[config.mk]
export PLATFORM = sky130hd
export DESIGN_NAME = sram0_read_sched
export DESIGN_NICKNAME = d
export VERILOG_FILES = /design/src/rtl/sram0_read_sched.sv
export SDC_FILE = /design/constraint.sdc
export NUM_CORES = 1
export LEC_CHECK = 0
export CAP_MARGIN = 20
export CELL_PAD_IN_SITES_DETAIL_PLACEMENT = 0
export CELL_PAD_IN_SITES_GLOBAL_PLACEMENT = 1
export CORE_UTILIZATION = 42
export DETAILED_ROUTE_END_ITERATION = 10
export GPL_TIMING_DRIVEN = 0
export PLACE_DENSITY = 0.82
export SLEW_MARGIN = 20
export SYNTH_ARGS = -nofsm -noshare
export SYNTH_HDL_FRONTEND = slang
export SYNTH_SLANG_ARGS = --single-unit
[constraint.sdc]
create_clock -name i_clk -period 9.55 [get_ports i_clk]
set_input_delay 1.91 -clock i_clk [delete_from_list [all_inputs] [get_ports i_clk]]
set_output_delay 1.91 -clock i_clk [all_outputs]
set_load 0.005 [all_outputs]
[src/rtl/sram0_read_sched.sv]
// SRAM0 read scheduler: issues IV/MV word reads and streams 16 value lanes per word.
// Optional stall-cycle counter (o_stall_cycles) enabled by defining SRAM0_SCHED_PERF_EN.
module sram0_read_sched #(
  parameter int unsigned ADDR_W       = 5,
  parameter int unsigned VAL_PER_WORD = 16
) (
  input  logic              i_clk,
  input  logic              i_rst,
  input  logic              i_start,
  input  logic              i_abort,
  input  logic              i_stall,
  input  logic              i_load_iv,
  input  logic [ADDR_W-1:0] i_iv_addr,
  input  logic [ADDR_W-1:0] i_mv_base,
  input  logic [4:0]        i_num_words,
  output logic              o_read_start_IV,
  output logic              o_read_start_MV,
  output logic [ADDR_W-1:0] o_read_addr,
  output logic [7:0]        o_count,
  output logic              o_busy,
  output logic              o_done
`ifdef SRAM0_SCHED_PERF_EN
  ,
  output logic [15:0]       o_stall_cycles
`endif
);

  typedef enum logic [2:0] {StIdle, StIssue, StStream, StGap, StDone} state_e;

  localparam logic [3:0] LastLane = 4'(VAL_PER_WORD - 1);

  state_e            state_q, state_d;
  logic [4:0]        word_idx_q, word_idx_d;
  logic              load_iv_q, load_iv_d;
  logic [ADDR_W-1:0] iv_addr_q, iv_addr_d;
  logic [ADDR_W-1:0] mv_base_q, mv_base_d;
  logic [4:0]        num_words_q, num_words_d;
  logic [7:0]        count_q, count_d;
  logic              read_iv_q, read_iv_d;
  logic              read_mv_q, read_mv_d;
  logic [ADDR_W-1:0] addr_q, addr_d;
  logic              busy_q, busy_d;
  logic              done_q, done_d;
  logic              lane_last;
  logic              last_word;

  assign lane_last = (count_q[3:0] == LastLane);
  assign last_word = ((word_idx_q + 5'd1) == num_words_q);

  always_comb begin
    state_d     = state_q;
    word_idx_d  = word_idx_q;
    load_iv_d   = load_iv_q;
    iv_addr_d   = iv_addr_q;
    mv_base_d   = mv_base_q;
    num_words_d = num_words_q;
    count_d     = count_q;

    case (state_q)
      StIdle: begin
        if (i_start) begin
          load_iv_d   = i_load_iv;
          iv_addr_d   = i_iv_addr;
          mv_base_d   = i_mv_base;
          num_words_d = i_num_words;
          word_idx_d  = 5'd0;
          count_d     = 8'd0;
          state_d     = (i_num_words == 5'd0) ? StDone : StIssue;
        end
      end
      StIssue: state_d = StStream;
      StStream: begin
        if (!i_stall) begin
          count_d = count_q + 8'd1;
          if (lane_last) state_d = last_word ? StDone : StGap;
        end
      end
      StGap: begin
        word_idx_d = word_idx_q + 5'd1;
        state_d    = StIssue;
      end
      StDone:  state_d = StIdle;
      default: state_d = StIdle;
    endcase

    // Abort wins over stall and the lane-15 hand-off; the partial job state is simply dropped.
    if (i_abort && (state_q != StIdle)) begin
      state_d    = StIdle;
      count_d    = count_q;
      word_idx_d = word_idx_q;
    end

    // Outputs are registered from the next state so they line up with state_q.
    read_iv_d = (state_d == StIssue) && load_iv_d && (word_idx_d == 5'd0);
    read_mv_d = (state_d == StIssue) && !read_iv_d;
    addr_d    = addr_q;
    if (state_d != StIdle) begin
      addr_d = read_iv_d ? iv_addr_d : mv_base_d + ADDR_W'(word_idx_d);
    end
    busy_d = (state_d != StIdle);
    done_d = (state_d == StDone);
  end

  always_ff @(posedge i_clk) begin
    if (i_rst) begin
      state_q     <= StIdle;
      word_idx_q  <= '0;
      load_iv_q   <= 1'b0;
      iv_addr_q   <= '0;
      mv_base_q   <= '0;
      num_words_q <= '0;
      count_q     <= '0;
      read_iv_q   <= 1'b0;
      read_mv_q   <= 1'b0;
      addr_q      <= '0;
      busy_q      <= 1'b0;
      done_q      <= 1'b0;
    end else begin
      state_q     <= state_d;
      word_idx_q  <= word_idx_d;
      load_iv_q   <= load_iv_d;
      iv_addr_q   <= iv_addr_d;
      mv_base_q   <= mv_base_d;
      num_words_q <= num_words_d;
      count_q     <= count_d;
      read_iv_q   <= read_iv_d;
      read_mv_q   <= read_mv_d;
      addr_q      <= addr_d;
      busy_q      <= busy_d;
      done_q      <= done_d;
    end
  end

  assign o_read_start_IV = read_iv_q;
  assign o_read_start_MV = read_mv_q;
  assign o_read_addr     = addr_q;
  assign o_count         = count_q;
  assign o_busy          = busy_q;
  assign o_done          = done_q;

`ifdef SRAM0_SCHED_PERF_EN
  logic [15:0] stall_cnt_q, stall_cnt_d;

  always_comb begin
    stall_cnt_d = stall_cnt_q;
    if ((state_q == StIdle) && i_start) begin
      stall_cnt_d = 16'd0;
    end else if ((state_q == StStream) && i_stall && (stall_cnt_q != 16'hFFFF)) begin
      stall_cnt_d = stall_cnt_q + 16'd1;
    end
  end

  always_ff @(posedge i_clk) begin
    if (i_rst) stall_cnt_q <= 16'd0;
    else       stall_cnt_q <= stall_cnt_d;
  end

  assign o_stall_cycles = stall_cnt_q;
`endif

endmodule

==> key figures <==
Cells and area
  – Fin cells: 365
  – Final Core Density: 55.3%
  – Area Overhead vs Synth: 24.9%
  – Share of layout cells above drive strength 1: 6.71%
  – Number of nets in the layout: 325
  – Multi-input logic area: 1230 um^2
  – FILL cells: 490
  – Sequential cell area: 821 um^2
  – Antenna Cells: 0

Die
  – Die ar.: 5370 um^2
  – I/O pins: 38
  – Initial core utilization: 44.3%
  – Core Rows: 25
  – DIE WIDTH: 73.3 um
  – Die H: 73.3 um
  – Core Area: 4820 um^2

Placed design
  – DP HPWL: 3530 um
  – Placed Cells: 357
  – PortBufs: 36
  – Gpl congestion: 0.801
  – DP Worst Slack: 4150 ps

Power
  – Leakage: 0.00102 uW
  – VDD IR max: 0.0774 mV
  – Total power: 373 uW
  – PwrDens: 140 nW/um^2

Logic synthesis
  – Number of synthesized flops with an enable pin: 0
  – Post-Synthesis Cells: 254
  – Top-area cell type share of the netlist area: 38.5%
  – Syn_nets: 282
  – Synth Area per Inst: 8.39 um^2
  – Post-synth ARST share: 0%
  – Yosys cell types: 51
  – Synth Warn #: 0
  – Synthesized cell area: 2130 um^2
  – Cell taking the most area after synthesis: dfxtp_1
  – Top_reg_cell synth: dfxtp_1
  – Post-synthesis register bit count: 41
  – Sequential element share of the synthesized area: 38.5%
  – Top post-synthesis cells by area: dfxtp_1 (38%), nand2_1 (8.1%), a21oi_1 (5.4%)

Timing
  – Crit share post-route: 53.0%
  – RSZ-0062 raised after global routing: false
  – Slew margin rel.: 45.4%
  – Maximum clock frequency: 0.198 GHz
  – Final worst slack: 4490 ps
  – Min Tclk post-route: 5060 ps
  – Hold Violations, Final: 0
  – Max Slew Vio Count: 0
  – Worst slew pin tran: 813 ps
  – Worst Skew: 6.47 ps
  – Endpoints failing setup: 0
  – Final TNS setup: 0 ps

GRT
  – Vias in the first global route: 1720
  – Initial antenna violation count: 0
  – Total GRT Usage: 19.9%
  – Global-route wire length before repair: 8090 um
  – Largest net degree at the start of global routing: 14
  – Congestion Overflow GR: 0

Route
  – Vias/cell: 5.15
  – DR pass1 iterations: 4
  – Post-Route WL: 4820 um
  – Number of remaining DRC errors: 0
  – DR iter-0 viols: 72
  – Routed len/inst: 13.2 um
  – Post-detailed-route count of antenna-violating nets: 0
  – Via Count: 1879

Setup path
  – Worst R2R End: o_read_addr[4]$_SDFFE_PP0P_
  – CP startpoint: i_start
  – RR Startpoint: state_q[1]$_SDFF_PP0_
  – R2r setup slk: 6240 ps
  – CP Data Required Time: 9740 ps
  – Crit path arrival time: 5250 ps
  – Critical path startpoint category: input pin
  – Crit Path Max Fanout: 10
  – Crit. End Element: register
  – Critical path class: in -> reg
  – Reg2reg path depth: 14

Clock tree
  – Root buf cell: clkbuf_8
  – Sinks on Clock Net: 41
  – Worst skew pair latency: 290 ps
  – Longest Clk Path Bufs: 2
  – H-tree level count: 2
  – Cts bufs inserted: 5
  – CTS Hold Bufs: 0
  – Post-CTS Setup Bufs: 0
  – CTS tree: built
  – Cts repair resizes: 0
  – CTS clk-pin slew, worst paths: 80 ps

Min path
  – Hold Path Depth: 2
  – Origin of the worst min-delay path: mv_base_q[1]$_SDFF_PP0_
  – Worst hold path class: reg -> reg
  – Hold Path End: mv_base_q[1]$_SDFF_PP0_

Run status
  – Status: finished, final reports clean

Run
  – Max-cap violation count: 0
sequential cells by signal (all words and copies together), names as in the netlist:
register,flops
mv_base_q,5
state_q,3
word_idx_q,5
num_words_q,5
load_iv_q,1
o_done,1
o_read_start_IV,1
o_count,8
iv_addr_q,5
o_read_addr,5
o_read_start_MV,1
o_busy,1
cell usage after synthesis (4+ instances only):
cell	number
nand2_1	46
dfxtp_1	41
nor2_1	24
a21oi_1	23
o21ai_0	11
clkbuf_1	10
xnor2_1	8
mux2i_1	7
ha_1	6
nand4_1	5
xor2_1	5
buf_2	4
nand3_1	4
nor2b_1	4
kinds of logic (layout without fill, tap and decap cells):
| kind of cell | count (synthesis) | count (layout) | share of synthesized area, % |
|---|---|---|---|
| and+or+nand+nor | 112 | 112 | 26.7 |
| AOI/OAI and AO/OA | 56 | 56 | 18.0 |
| DFF | 41 | 41 | 38.5 |
| buffers and inverters | 18 | 62 | 3.76 |
| xor gates and xnor gates | 13 | 13 | 5.34 |
| adders and majority gates | 7 | 7 | 4.46 |
| muxes | 7 | 7 | 3.29 |
cells in the final DEF, fill, tap and decap left out, types with 3 or more instances in the layout:
master           netlist  final
a21oi_1               23     23
a22o_1                 3      3
buf_2                  4      4
clkbuf_1              10     10
clkbuf_8               0      5
clkdlybuf4s50_1        0     36
dfxtp_1               41     41
ha_1                   6      6
inv_1                  3      3
mux2i_1                7      7
nand2_1               46     46
nand2b_1               3      3
nand3_1                4      4
nand4_1                5      5
nor2_1                24     24
nor2b_1                4      4
o211ai_1               3      3
o21ai_0               11     11
or3_1                  3      3
or4_1                  3      3
xnor2_1                8      8
xor2_1                 5      5
critical path: stages:
cell and delay (ps):
clkdlybuf4s50_1 570, or4b_1 440, buf_2 200, clkbuf_1 260, nand2_1 160, nand2_1 70, ha_1 220, fa_1 410
a21o_1 190, a21oi_1 170, xnor2_1 170, xnor2_1 160, nand2_1 80, a32o_1 240
report_power, final:
group | switching, uW | internal [uW]
Sequential | 4.87 | 181
Clock | 60.6 | 50.5
Combinational | 39.6 | 36.7
stage by stage:
| stage | area, um^2 | hold WS, ps |
|---|---|---|
| 2_1_floorplan | 2130 | 433 |
| 3_3_place_gp | 2580 | 447 |
| 3_5_place_dp | 2580 | 452 |
| 4_1_cts | 2660 | 466 |
| 5_1_grt | 2660 | 485 |
| 6_report | 2660 | 469 |
layout make-up:
type | count | share of cell area [%]
tap | 67 | 3.15
buffer | 15 | 2.58
clock buffer | 5 | 2.58
timing repair buffer | 36 | 13.5
multi-input combinational | 195 | 46.2
inverter | 3 | 0.423
sequential | 41 | 30.8
clock inverter | 3 | 0.658
worst max path at each step:
stage,cells past startpoint,endpoint
after floorplan,13,o_read_addr[4]$_SDFFE_PP0P_
after global placement,14,o_read_addr[4]$_SDFFE_PP0P_
after detailed placement,14,o_read_addr[4]$_SDFFE_PP0P_
after CTS,14,o_read_addr[4]$_SDFFE_PP0P_
after global routing,14,o_read_addr[4]$_SDFFE_PP0P_
final,14,o_read_addr[4]$_SDFFE_PP0P_
routing by layer:
| layer | routed length, um | vias up | global-route usage, % |
|---|---|---|---|
| met5 | 0 | - | 0 |
| met3 | 192 | 5 | 4.53 |
| met1 | 2430 | 849 | 26.9 |
| li1 | - | 985 | - |
| met4 | 31 | 0 | 4.58 |
| met2 | 2160 | 40 | 32.4 |
Power figures use the tool's default switching activity.
